===== src/rtl/sdram_rw_arbiter.sv =====
// Arbiter for the shared SDRAM command engine: periodic refresh, write bursts and read bursts.
// Latches the winning request, pulses the engine start and frames the burst-exact ack windows.
module sdram_rw_arbiter #(
  parameter int REF_PERIOD    = 781,
  parameter int WR_STREAK_MAX = 4
) (
  input  logic        clk_ref,
  input  logic        rst_n,
  input  logic        sdram_init_done,
  input  logic        sdram_wr_req,
  input  logic [23:0] sdram_wr_addr,
  input  logic [9:0]  wr_length,
  input  logic        sdram_rd_req,
  input  logic [23:0] sdram_rd_addr,
  input  logic [9:0]  rd_length,
  output logic        sdram_wr_ack,
  output logic        sdram_rd_ack,
  output logic        eng_start,
  output logic [1:0]  eng_op,
  output logic [23:0] eng_addr,
  output logic [9:0]  eng_len,
  input  logic        eng_data_go,
  input  logic        eng_done,
  output logic        ref_overrun,
  output logic [1:0]  dbg_state
);

  localparam int RCW = (REF_PERIOD > 1) ? $clog2(REF_PERIOD) : 1;
  localparam int SCW = $clog2(WR_STREAK_MAX + 1);
  localparam logic [RCW-1:0] REF_LAST   = RCW'(REF_PERIOD - 1);
  localparam logic [SCW-1:0] STREAK_MAX = SCW'(WR_STREAK_MAX);

  typedef enum logic [1:0] {ST_IDLE = 2'd0, ST_BUSY = 2'd1, ST_DATA = 2'd2} state_t;
  typedef enum logic [1:0] {OP_REF = 2'd0, OP_WR = 2'd1, OP_RD = 2'd2} op_t;

  state_t          state_q, state_d;
  op_t             op_q, op_d;
  logic [RCW-1:0]  ref_cnt_q, ref_cnt_d;
  logic            ref_pend_q, ref_pend_d;
  logic            ref_ovr_q, ref_ovr_d;
  logic [SCW-1:0]  streak_q, streak_d;
  logic [9:0]      beat_q, beat_d;
  logic            start_q, start_d;
  logic [23:0]     addr_q, addr_d;
  logic [9:0]      len_q, len_d;

  logic ref_expire;
  logic grant_ref;
  logic wr_ok;
  logic rd_ok;

  assign ref_expire = sdram_init_done && (ref_cnt_q == REF_LAST);
  assign wr_ok      = sdram_wr_req && (wr_length != 10'd0);
  assign rd_ok      = sdram_rd_req && (rd_length != 10'd0);

  always_comb begin
    state_d   = state_q;
    op_d      = op_q;
    streak_d  = streak_q;
    beat_d    = beat_q;
    start_d   = 1'b0;
    addr_d    = addr_q;
    len_d     = len_q;
    grant_ref = 1'b0;
    ref_cnt_d = sdram_init_done ? (ref_expire ? '0 : ref_cnt_q + 1'b1) : '0;

    case (state_q)
      ST_IDLE: begin
        if (sdram_init_done) begin
          if (ref_pend_q) begin
            grant_ref = 1'b1;
            state_d   = ST_BUSY;
            start_d   = 1'b1;
            op_d      = OP_REF;
            addr_d    = '0;
            len_d     = '0;
          end else if (rd_ok && (streak_q == STREAK_MAX)) begin
            state_d  = ST_BUSY;
            start_d  = 1'b1;
            op_d     = OP_RD;
            addr_d   = sdram_rd_addr;
            len_d    = rd_length;
            streak_d = '0;
          end else if (wr_ok) begin
            state_d  = ST_BUSY;
            start_d  = 1'b1;
            op_d     = OP_WR;
            addr_d   = sdram_wr_addr;
            len_d    = wr_length;
            // The streak only matters while a read is waiting behind the writes.
            streak_d = rd_ok ? ((streak_q == STREAK_MAX) ? streak_q : streak_q + 1'b1) : '0;
          end else if (rd_ok) begin
            state_d  = ST_BUSY;
            start_d  = 1'b1;
            op_d     = OP_RD;
            addr_d   = sdram_rd_addr;
            len_d    = rd_length;
            streak_d = '0;
          end
        end
      end
      ST_BUSY: begin
        if (eng_done) begin
          state_d = ST_IDLE;
        end else if (eng_data_go && (op_q != OP_REF)) begin
          state_d = ST_DATA;
          beat_d  = len_q;
        end
      end
      ST_DATA: begin
        // eng_done here is an abort: drop the window at once.
        if (eng_done) begin
          state_d = ST_IDLE;
          beat_d  = '0;
        end else if (beat_q == 10'd1) begin
          state_d = ST_BUSY;
          beat_d  = '0;
        end else begin
          beat_d = beat_q - 1'b1;
        end
      end
      default: state_d = ST_IDLE;
    endcase

    ref_pend_d = (ref_pend_q && !grant_ref) || ref_expire;
    ref_ovr_d  = ref_ovr_q || (ref_expire && ref_pend_q);
  end

  always_ff @(posedge clk_ref) begin
    if (!rst_n) begin
      state_q    <= ST_IDLE;
      op_q       <= OP_REF;
      ref_cnt_q  <= '0;
      ref_pend_q <= 1'b0;
      ref_ovr_q  <= 1'b0;
      streak_q   <= '0;
      beat_q     <= '0;
      start_q    <= 1'b0;
      addr_q     <= '0;
      len_q      <= '0;
    end else begin
      state_q    <= state_d;
      op_q       <= op_d;
      ref_cnt_q  <= ref_cnt_d;
      ref_pend_q <= ref_pend_d;
      ref_ovr_q  <= ref_ovr_d;
      streak_q   <= streak_d;
      beat_q     <= beat_d;
      start_q    <= start_d;
      addr_q     <= addr_d;
      len_q      <= len_d;
    end
  end

  assign sdram_wr_ack = (state_q == ST_DATA) && (op_q == OP_WR);
  assign sdram_rd_ack = (state_q == ST_DATA) && (op_q == OP_RD);
  assign eng_start    = start_q;
  assign eng_op       = op_q;
  assign eng_addr     = addr_q;
  assign eng_len      = len_q;
  assign ref_overrun  = ref_ovr_q;
  assign dbg_state    = state_q;

endmodule

===== config.mk =====
export PLATFORM = sky130hd
export DESIGN_NAME = sdram_rw_arbiter
export DESIGN_NICKNAME = d
export VERILOG_FILES = /design/src/rtl/sdram_rw_arbiter.sv
export SDC_FILE = /design/constraint.sdc
export NUM_CORES = 1
export LEC_CHECK = 0
export ABC_AREA = 1
export BUFFER_PORTS_ARGS = -buffer_cell sky130_fd_sc_hd__buf_2
export CAP_MARGIN = 5
export CORE_MARGIN = 1.5
export CORE_UTILIZATION = 52
export CTS_CLUSTER_DIAMETER = 30
export DETAILED_ROUTE_END_ITERATION = 7
export PLACE_DENSITY = 0.82
export SLEW_MARGIN = 30
export SYNTH_ARGS = -nofsm -noshare
export SYNTH_HDL_FRONTEND = slang
export SYNTH_SLANG_ARGS = --single-unit

===== constraint.sdc =====
create_clock -name clk_ref -period 4.13 [get_ports clk_ref]
set_input_delay 0.413 -clock clk_ref [delete_from_list [all_inputs] [get_ports clk_ref]]
set_output_delay 0.413 -clock clk_ref [all_outputs]
set_load 0.01 [all_outputs]

# Word-level counts from Yosys, hierarchy flattened
# Cells that the tools add are included.
[totals]
reg_bits = 64
out_inout_bits = 42
elab_cells = 94
input_bits = 75
[op_classes]
mux = 39
bitwise_logic = 3
eq_ne = 14
n_addsub = 3
n_reduce_logical = 25
[op_table]
columns = ["operator", "count"]
rows = [
  ["$mux 24", 4],
  ["$mux 10", 8],
  ["$mux 2", 13],
  ["$pmux 10 s2", 1],
  ["$reduce_bool 10->1", 2],
  ["$mux 3", 5],
  ["$add 10x1->10 const B", 1],
  ["$eq 10x1->1 const B", 1],
  ["$eq 10x10->1 const B", 1],
  ["$sub 10x1->10 const B", 1],
  ["$logic_and 1x1->1", 9],
  ["$reduce_and 3->1", 3],
  ["$mux 1", 7],
  ["$ne 2x2->1 const B", 3],
  ["$ne 3x3->1 const B", 2],
  ["$pmux 2 s3", 1],
  ["$ne 5x5->1 const B", 1],
  ["$reduce_and 5->1", 1],
  ["$eq 2x1->1 const B", 2],
  ["$eq 2x2->1 const B", 2],
  ["$ne 4x3->1 const B", 1],
  ["$reduce_and 4->1", 1],
  ["$reduce_bool 2->1", 2],
  ["$reduce_bool 4->1", 1],
  ["8 further kinds", 11],
]

# Longest topological paths before layout
# Gate-level depths: netlist of the first run.
[logic_depth]
ltp_word = 8
depth_mapped = 12
ltp_nobuf = 10

# Worst setup path before layout of the first run
# OpenSTA, ideal clock, no wires.
[synth_timing]
path_kind = "input to register"
startpoint = "in rd_length[0]"
endpoint = "reg addr_q[20] (netlist: eng_addr[20])"
slack_ps = 2559
t_arrival_ps = 1456
setup_ps = 115
t_required_ps = 4015
path_stages = 11
path_buffers = 2
cell_sequence = "or2_0 -> nor2_1 -> nand2_1 -> nand3_2 -> nand2_2 -> buf_6 -> buf_6 -> nand3_1 -> nand2_1 -> nor2_1 -> nor2_1"
[synth_via]
elab_chain_cells = 5
elab_cells_between_ends = 7
classes_between = "mux (2); reduce/logical (5)"
[synth_lines]
columns = ["element", "line_no", "source"]
rows = [
  ["start: declaration", "15", "input logic [9:0] rd_length,"],
  ["$reduce_bool 10->1 (*)", "54", "assign rd_ok = sdram_rd_req && (rd_length != 10'd0);"],
  ["$logic_and 1x1->1 (*)", "54", ""],
  ["$logic_and 1x1->1", "77", "end else if (rd_ok && (streak_q == STREAK_MAX)) begin"],
  ["$reduce_bool 4->1 (no line) or $mux 24 (tied branches)", "n/a", ""],
  ["$reduce_and 3->1 (no line) or $mux 24 (tied branches)", "n/a", ""],
  ["end signal: assignment", "150", "addr_q <= addr_d;"],
  ["end: declaration", "44", "logic [23:0] addr_q, addr_d;"],
]
# Every way passes the cells marked *; elsewhere a longest branch is shown, timed or not.
# A chain may end at the register's enable or synchronous reset.

# Final worst setup path of the first run
[layout_timing]
startpoint = "reg ref_pend_q"
endpoint = "reg op_q[1] (netlist: eng_op[1])"
[layout_via]
elab_chain_cells = 2
elab_cells_between_ends = 3
classes_between = "mux (1); reduce/logical (2)"
[layout_lines]
columns = ["element", "line_no", "source"]
rows = [
  ["start: declaration", "39", "logic ref_pend_q, ref_pend_d;"],
  ["start signal: assignment", "145", "ref_pend_q <= ref_pend_d;"],
  ["$reduce_bool 4->1 (no line)", "n/a", ""],
  ["$reduce_and 3->1 (no line)", "n/a", ""],
  ["end signal: assignment", "143", "op_q <= op_d;"],
  ["end: declaration", "37", "op_t op_q, op_d;"],
]
# Parallel ways exist; a longest one is shown, timed or not.

==> impl_metrics.tcl, run 1 <==
set metrics [dict create \
    critPathTopFamily "simple AND/OR/NAND/NOR gates" \
    layout_worst_path_cycle_share 0.652 \
    drtPass1Iterations 5 \
    grt_usage 0.253 \
    synthDominantCellAreaShare 0.369 \
    start_kind "flop" \
    fmaxAchievable_mhz 371 \
    arrival_ns 2.92 \
    cts_tree "yes" \
    nNetsFinal 696 \
    hold_viol 0 \
    mostFrequentLayoutCell "buf_2" \
    route.detailed.drc 0 \
    gp_congestion 0.799 \
    port-buffer-count 116 \
    synthesis.area_um2 3470 \
    core_region_area_um2 6390 \
    dp_slack_ns 1.43 \
    diodes 0 \
    clock-skew-final_ns 0.0102 \
    irDropWorstVdd_v 0.000193 \
    cts_resized 0 \
    finalPower_mw 1.55 \
    die_h_um 84.7 \
    tightestPinTransition_ns 0.963 \
    postCtsSetupBuffers 0 \
    maxCapViolCount 0 \
    path_max_fanout 70 \
    wl_per_cell_um 13.3 \
    crit_slowest_cell "clkinv_2" \
    power_density_nw_per_um2 371 \
    cts_max_path_buffers 2 \
    cts_hold_buf 0 \
    ant_nets 0 \
    end_kind "flop" \
    drt_wl_total_mm 9.26 \
    hold_class "primary input to flop" \
    die_w_um 84.7 \
    avgSynthCellArea_um2 6.68 \
    cts_made_buffers 9 \
    synth_top_cell_by_area "dfxtp_1" \
    drive_gt1_frac 0.234 \
    multi_input_area_um2 1890 \
    initial_core_util 0.544 \
    setup_viol 0 \
    vias 3714 \
    synth_seq_cells 64 \
    antenna_found_initial 0 \
    regArea_um2 1280 \
    grt_max_degree 71 \
    num_rows 29 \
    min_period_ns 2.69 \
    timing_worst_setup_path_type "flop to flop" \
    cpMostUsedCell "nand3_2" \
    rsz0062_at_grt "false" \
    drv_slew 0 \
    cp.required_ns 4.36 \
    ys_seq_area_frac 0.369 \
    grt_overflow_total 0 \
    cts_root_buf "clkbuf_8" \
    synthTopCellsByArea "dfxtp_1 37%, nor2_1 12%, nand2_1 8.4%, a21oi_1 7.2%, nand4_1 6.8%" \
    clock-sinks 64 \
    cp_cell_sequence "clkinv_2 -> nand3_2 -> nand3_2 -> o21ai_0 -> nor2_1" \
    worst_slack_ns 1.44 \
    layout_common_cells "116 x buf_2, 113 x nor2_1, 78 x nand2_1" \
    syn2layout_area_growth_pct 20.1 \
    fin_tns_setup_ns 0 \
    yosysWarnings 0 \
    clk_latency_ns 0.34 \
    power_leakage_nw 2.04 \
    slew_headroom 0.358 \
    fill_cells 580 \
    place_hpwl_mm 6.33 \
    instances_no_fill 697 \
    path_buf_inv 1 \
    run_status "completed" \
    cpPeakStageDelay_ns 0.68 \
    grt_pass1_wl_mm 14.8 \
    synth.net_count 601 \
    io_pins 117 \
    placedCellCount 681 \
    fp.dieArea_um2 7180 \
    routed_via_density 5.33 \
    path_clk_slew_ns 0.07 \
    first_iter_violations 137 \
    postSynthCellCount 520 \
    grt_pass1_vias 3207 \
    cts_max_level 3 \
    yosysUniqueCellTypes 33 \
]
final timing paths:
kind	startpoint	endpoint	slack (ns)	depth (start not counted)
worst min-delay path	sdram_rd_addr[1]	eng_addr[1]$_SDFFE_PN0P_	0.41	5
worst max-delay path	ref_pend_q$_SDFF_PN0_	eng_op[1]$_SDFFE_PN0P_	1.44	5
worst min register to register	ref_cnt_q[0]$_SDFF_PP0_	ref_cnt_q[0]$_SDFF_PP0_	0.46	1
worst max register to register	ref_pend_q$_SDFF_PN0_	eng_op[1]$_SDFFE_PN0P_	1.44	5
layout make-up:
class | instances | area share
tap | 77 | 0.0231
clock inverter | 4 | 0.00660
inverter | 35 | 0.0318
timing repair buffer | 116 | 0.139
multi-input combinational | 389 | 0.453
clock buffer | 12 | 0.0396
sequential | 64 | 0.307
sequential cells by signal, indices dropped and copies added, names as in the netlist:
| register | cells |
|---|---|
| ref_pend_q | 1 |
| beat_q | 10 |
| dbg_state | 2 |
| eng_len | 10 |
| eng_start | 1 |
| streak_q | 3 |
| eng_op | 2 |
| ref_overrun | 1 |
| ref_cnt_q | 10 |
| eng_addr | 24 |
power breakdown:
group          internal [mW]  switching (mW)
Combinational          0.136           0.193
Sequential             0.671          0.0359
Clock                  0.266           0.248
Total                   1.07           0.476
cells in the mapped netlist (all sizes together):
master  number
a31oi        1
nand3b       1
nor2       113
clkbuf      14
ha           6
buf         18
nor3b        5
a21oi       50
and2         1
nor3         8
nand3       46
and3         1
o21bai       1
clkinv       1
dfxtp       64
or2          3
a31o         1
xnor2        2
inv         34
o21ai       24
o21a         3
xor2         5
nand2       80
nand4       38
worst reg2reg max path: stages (launching register included):
cell	delay (ns)
dfxtp_1	0.41
clkinv_2	0.68
nand3_2	0.40
nand3_2	0.63
o21ai_0	0.40
nor2_1	0.07
routing by layer:
layer,share of wire,wire length (um),global-route usage,vias up
met2,0.47,4320,0.414,140
met4,0.024,219,0.114,0
met3,0.066,609,0.0482,19
met1,0.44,4110,0.323,1635
met5,0,0,0,-
li1,-,-,-,1920
cells by family (layout without fill, tap and decap cells):
family / count (synthesis) / count (layout) / synth area share
buffers and inverters: 67 / 167 / 0.0875
XOR/XNOR: 7 / 7 / 0.0177
flip-flops: 64 / 64 / 0.369
AND/OR/NAND/NOR: 296 / 296 / 0.383
adder cells (fa/ha/maj): 6 / 6 / 0.0216
AO/OA/AOI/OAI: 80 / 80 / 0.122
metrics by stage:
step	utilization	instance area, um2	hold WS [ns]
3_5_place_dp	0.623	3980	0.452
4_1_cts	0.653	4170	0.399
5_1_grt	0.653	4170	0.418
3_3_place_gp	0.623	3980	0.443
2_1_floorplan	-	3470	0.430
6_report	0.653	4170	0.405
(Power assumes the default switching activity.)
==> run 2, diff against run 1 <==
--- a/config.mk
+++ b/config.mk
@@ -9,10 +9,10 @@
 export BUFFER_PORTS_ARGS = -buffer_cell sky130_fd_sc_hd__buf_2
 export CAP_MARGIN = 5
 export CORE_MARGIN = 1.5
-export CORE_UTILIZATION = 52
+export CORE_UTILIZATION = 51
 export CTS_CLUSTER_DIAMETER = 30
 export DETAILED_ROUTE_END_ITERATION = 7
-export PLACE_DENSITY = 0.82
+export PLACE_DENSITY = 0.81
 export SLEW_MARGIN = 30
 export SYNTH_ARGS = -nofsm -noshare
 export SYNTH_HDL_FRONTEND = slang
==> constraint.sdc (replaced) <==
create_clock -name clk_ref -period 2.8 [get_ports clk_ref]
set_input_delay 0.28 -clock clk_ref [delete_from_list [all_inputs] [get_ports clk_ref]]
set_output_delay 0.28 -clock clk_ref [all_outputs]
set_load 0.01 [all_outputs]
==> run 2 against run 1 <==
Effect of this change:
- the flow now finishes with violations (design-rule violations)
- first-iteration DRC count up 62%
- worst hold slack worse by 0.12 ns
- combinational power grew 50%
- cell count is 0.43% higher
- total power rose by 56%
- sequential power is 49% higher
- routed wire length up 0.13%
- final area rose by 1.3%
- worst setup slack lost 0.51 ns
- sequential share of layout area down 0.41 points
- utilization rose by 0.14 points
- critical path type unchanged
==> impl_metrics.tcl, run 2 (synthesis gave the netlist of run 1 again) <==
set metrics [dict create \
    gp_congestion 0.902 \
    arrival_ns 2.15 \
    cts_max_path_buffers 2 \
    whs_ns 0.282 \
    grt_overflow_total 0 \
    postCtsSetupBuffers 0 \
    end_kind "flop" \
    layout_common_cells "116 x buf_2, 113 x nor2_1, 78 x nand2_1" \
    num_rows 29 \
    min_period_ns 1.87 \
    finish.utilization 0.655 \
    clock-sinks 64 \
    fill_cells 578 \
    antenna_found_initial 0 \
    largest_reg_flops 24 \
    maxCapViolCount 0 \
    clock-skew-final_ns 0.00474 \
    routed_via_density 5.43 \
    hold_class "primary input to flop" \
    drv_slew 0 \
    fmaxAchievable_mhz 533 \
    mostFrequentLayoutCell "buf_2" \
    finalPower_mw 2.42 \
    cts_root_buf "clkbuf_8" \
    cts_resized 0 \
    slew_headroom 0.508 \
    violations "design-rule violations" \
    core_region_area_um2 6460 \
    rsz0062_at_grt "false" \
    layout_worst_path_cycle_share 0.670 \
    grt_usage 0.257 \
    die_h_um 85.5 \
    cts_max_level 3 \
    fp.dieArea_um2 7310 \
    die_w_um 85.5 \
    vias 3800 \
    dp_slack_ns 0.774 \
    first_iter_violations 222 \
    io_pins 117 \
    grt_pass1_vias 3314 \
    fin_tns_setup_ns 0 \
    drive_gt1_frac 0.236 \
    diodes 0 \
    cts_tree "yes" \
    cts_made_buffers 9 \
    power_leakage_nw 2.08 \
    ant_nets 0 \
    initial_core_util 0.538 \
    power_density_nw_per_um2 573 \
    cts_hold_buf 0 \
    wl_per_cell_um 13.2 \
    setup_viol 0 \
    hold_viol 0 \
    cp.required_ns 3.07 \
    syn2layout_area_growth_pct 21.7 \
    run_status "complete, but fails checks" \
    nNetsFinal 700 \
    drtPass1Iterations 6 \
    port-buffer-count 116 \
    place_hpwl_mm 6.52 \
    path_max_fanout 38 \
    timing_worst_setup_path_type "flop to flop" \
    tightestPinTransition_ns 0.737 \
    path_clk_slew_ns 0.07 \
    irDropWorstVdd_v 0.000274 \
    grt_pass1_wl_mm 15.2 \
    route.detailed.drc 4 \
    drt_wl_total_mm 9.27 \
    worst_slack_ns 0.925 \
    start_kind "flop" \
    clk_latency_ns 0.33 \
    grt_max_degree 70 \
]
## run 2: stage by stage
step | cells | cell area [um2]
3_5_place_dp | 685 | 4010
6_report | 700 | 4230
4_1_cts | 700 | 4230
2_1_floorplan | 520 | 3470
5_1_grt | 700 | 4230
3_3_place_gp | 685 | 4010
## run 2: final timing paths
check | startpoint | end | slack, ns | cells past startpoint
max | streak_q[0]$_SDFFE_PN0P_ | eng_len[4]$_SDFFE_PN0P_ | 0.93 | 10
min | sdram_rd_addr[10] | eng_addr[10]$_SDFFE_PN0P_ | 0.28 | 5
max reg2reg | streak_q[0]$_SDFFE_PN0P_ | eng_len[4]$_SDFFE_PN0P_ | 0.93 | 10
min reg2reg | ref_cnt_q[0]$_SDFF_PP0_ | ref_cnt_q[0]$_SDFF_PP0_ | 0.46 | 1
## run 2: per-layer routing
layer  GRT usage  part of all wire  vias to the layer above
met4      0.0792             0.013                        0
met5           0                 0                        -
met1       0.330              0.42                     1711
met2       0.432              0.49                      148
li1            -                 -                     1929
met3      0.0597             0.076                       12
## run 2: worst max-delay path: stages (launching register included)
cell     delay (ns)
dfxtp_1        0.34
inv_1          0.09
ha_1           0.16
nand2_1        0.05
inv_1          0.07
nand3_2        0.09
nand2_2        0.52
nand3_1        0.20
nand2_1        0.13
nor2_1         0.05
nor2_1         0.10
## run 2: layout make-up
type	instances	area [um2]	share of cell area
timing repair buffer	120	611	0.144
inverter	35	131	0.0311
tap	77	96.3	0.0228
clock buffer	12	155	0.0367
clock inverter	3	65.1	0.0154
multi-input combinational	389	1890	0.447
sequential	64	1280	0.303
## run 2: report_power, final
part / internal, mW / leakage (nW) / switching, mW
sequential: 0.991 / 0.525 / 0.0559
combinational: 0.203 / 1.45 / 0.289
clock: 0.544 / 0.112 / 0.339
total: 1.74 / 2.08 / 0.684
==> run 3, diff against run 2 <==
--- a/config.mk
+++ b/config.mk
@@ -9,10 +9,10 @@
 export BUFFER_PORTS_ARGS = -buffer_cell sky130_fd_sc_hd__buf_2
 export CAP_MARGIN = 5
 export CORE_MARGIN = 1.5
-export CORE_UTILIZATION = 51
+export CORE_UTILIZATION = 46
 export CTS_CLUSTER_DIAMETER = 30
 export DETAILED_ROUTE_END_ITERATION = 7
-export PLACE_DENSITY = 0.81
+export PLACE_DENSITY = 0.77
 export SLEW_MARGIN = 30
 export SYNTH_ARGS = -nofsm -noshare
 export SYNTH_HDL_FRONTEND = slang
==> constraint.sdc (replaced) <==
create_clock -name clk_ref -period 1.7 [get_ports clk_ref]
set_input_delay 0.17 -clock clk_ref [delete_from_list [all_inputs] [get_ports clk_ref]]
set_output_delay 0.17 -clock clk_ref [all_outputs]
set_load 0.01 [all_outputs]
==> run 3 against run 2 <==
Effect of this change:
- the run now ends clean
- utilization fell by 5.5 points
- non-clock buffer count rose by 9
- count of clock-buffer cells in the layout fell by 1
- first-iteration DRC count fell by 28%
- combinational power rose by 72%
- register-to-register slack got worse by 0.78 ns
- worst hold slack got worse by 0.12 ns
- critical path depth fell by 4
- critical path type is now flop to output port
- largest cell class unchanged
==> impl_metrics.tcl, run 3 (synthesis gave the netlist of run 1 again) <==
set metrics [dict create \
    grt_usage 0.236 \
    cts_root_buf "clkbuf_8" \
    fmaxAchievable_mhz 624 \
    cts_max_level 3 \
    mostFrequentLayoutCell "buf_2" \
    route.detailed.drc 0 \
    placed_area_um2 4150 \
    clock-sinks 64 \
    grt_max_degree 61 \
    cts_hold_buf 0 \
    fill_cells 745 \
    largest_reg_flops 24 \
    instances_no_fill 731 \
    grt_use_met2 0.405 \
    end_kind "output port" \
    path_clk_slew_ns 0.07 \
    power_leakage_nw 2.14 \
    arrival_ns 1.43 \
    worst_slack_ns 0.0962 \
    grtUsageMet1 0.286 \
    fin_area_um2 4370 \
    fin_tns_setup_ns 0 \
    drive_gt1_frac 0.253 \
    cts_tree "yes" \
    reg2reg_slack_ns 0.15 \
    rsz0062_at_grt "false" \
    wl_per_cell_um 12.8 \
    gp_congestion 0.833 \
    drtPass1Iterations 4 \
    initial_core_util 0.476 \
    first_iter_violations 159 \
    die_w_um 89.9 \
    finish.utilization 0.599 \
    irDropWorstVdd_v 0.000522 \
    clk_latency_ns 0.34 \
    core_region_area_um2 7290 \
    cts_max_path_buffers 2 \
    maxCapViolCount 0 \
    antenna_found_initial 0 \
    cp.required_ns 1.53 \
    routed_via_density 5.17 \
    cpPeakStageDelay_ns 0.35 \
    hold_viol 0 \
    diodes 0 \
    ant_nets 0 \
    whs_ns 0.160 \
    drv_slew 0 \
    timing_worst_setup_path_type "flop to output port" \
    grt_pass1_wl_mm 15.6 \
    tightestPinTransition_ns 0.587 \
    hold_class "primary input to flop" \
    placedCellCount 716 \
    cpMostUsedCell "inv_1" \
    grt_pass1_vias 3480 \
    vias 3776 \
    finalPower_mw 3.85 \
    path_max_fanout 12 \
    dp_slack_ns 0.0931 \
    die_h_um 89.9 \
    run_status "completed" \
    syn2layout_area_growth_pct 25.8 \
    place_hpwl_mm 6.94 \
    setup_viol 0 \
    io_pins 117 \
    port-buffer-count 116 \
    start_kind "flop" \
    layout_common_cells "116 x buf_2, 113 x nor2_1, 78 x nand2_1" \
    crit_slowest_cell "dfxtp_1" \
    nNetsFinal 709 \
    layout_worst_path_cycle_share 0.943 \
    min_period_ns 1.60 \
    grt_overflow_total 0 \
    cts_made_buffers 9 \
    cp_cell_sequence "inv_1 -> nor2_1 -> inv_1 -> buf_4 -> nor3_1 -> buf_2" \
    drt_wl_total_mm 9.37 \
    use_met3 0.0516 \
    num_rows 31 \
    slew_headroom 0.608 \
    fp.dieArea_um2 8080 \
    power_density_nw_per_um2 881 \
    clock-skew-final_ns 0.00832 \
    busiest_layer "met2" \
]
-- run 3: final cells by class --
class	instances	area, um2	area share
clock buffers	11	141	0.0324
clock inverters	4	45.0	0.0103
inverters	35	131	0.0301
multi-input cells	389	1920	0.438
flip-flops and latches	64	1280	0.293
well taps	99	124	0.0283
repair buffers	129	732	0.167
-- run 3: worst paths after layout --
path                             startpoint                         to  cells after the start
setup / recovery  dbg_state[1]$_SDFFE_PN0P_               sdram_wr_ack                      6
setup reg to reg   streak_q[0]$_SDFFE_PN0P_  eng_addr[22]$_SDFFE_PN0P_                     11
hold / removal            sdram_rd_addr[18]  eng_addr[18]$_SDFFE_PN0P_                      5
hold reg to reg     ref_cnt_q[9]$_SDFF_PP0_    ref_cnt_q[9]$_SDFF_PP0_                      2
-- run 3: where the power goes --
| part | leakage (nW) | switching (mW) | internal [mW] | total [mW] |
|---|---|---|---|---|
| Combinational | 1.51 | 0.475 | 0.369 | 0.844 |
| Clock | 0.0989 | 0.577 | 0.702 | 1.28 |
| Sequential | 0.525 | 0.0958 | 1.63 | 1.73 |
-- run 3: layer usage --
layer / wire (um) / vias up
li1: - / 1950
met1: 4060 / 1701
met2: 4480 / 110
met3: 625 / 15
met4: 196 / 0
met5: 0 / -
-- run 3: repair_timing --
item	in CTS	in global routing
buffers inserted	0	0
resized for setup	0	6
endpoints found under the setup margin	0	13
-- run 3: critical path, delay by kind of cell (launching register included) --
family / cells / cell delay, ns
simple gates: 2 / 0.28
flops: 1 / 0.35
buf+inv: 4 / 0.47
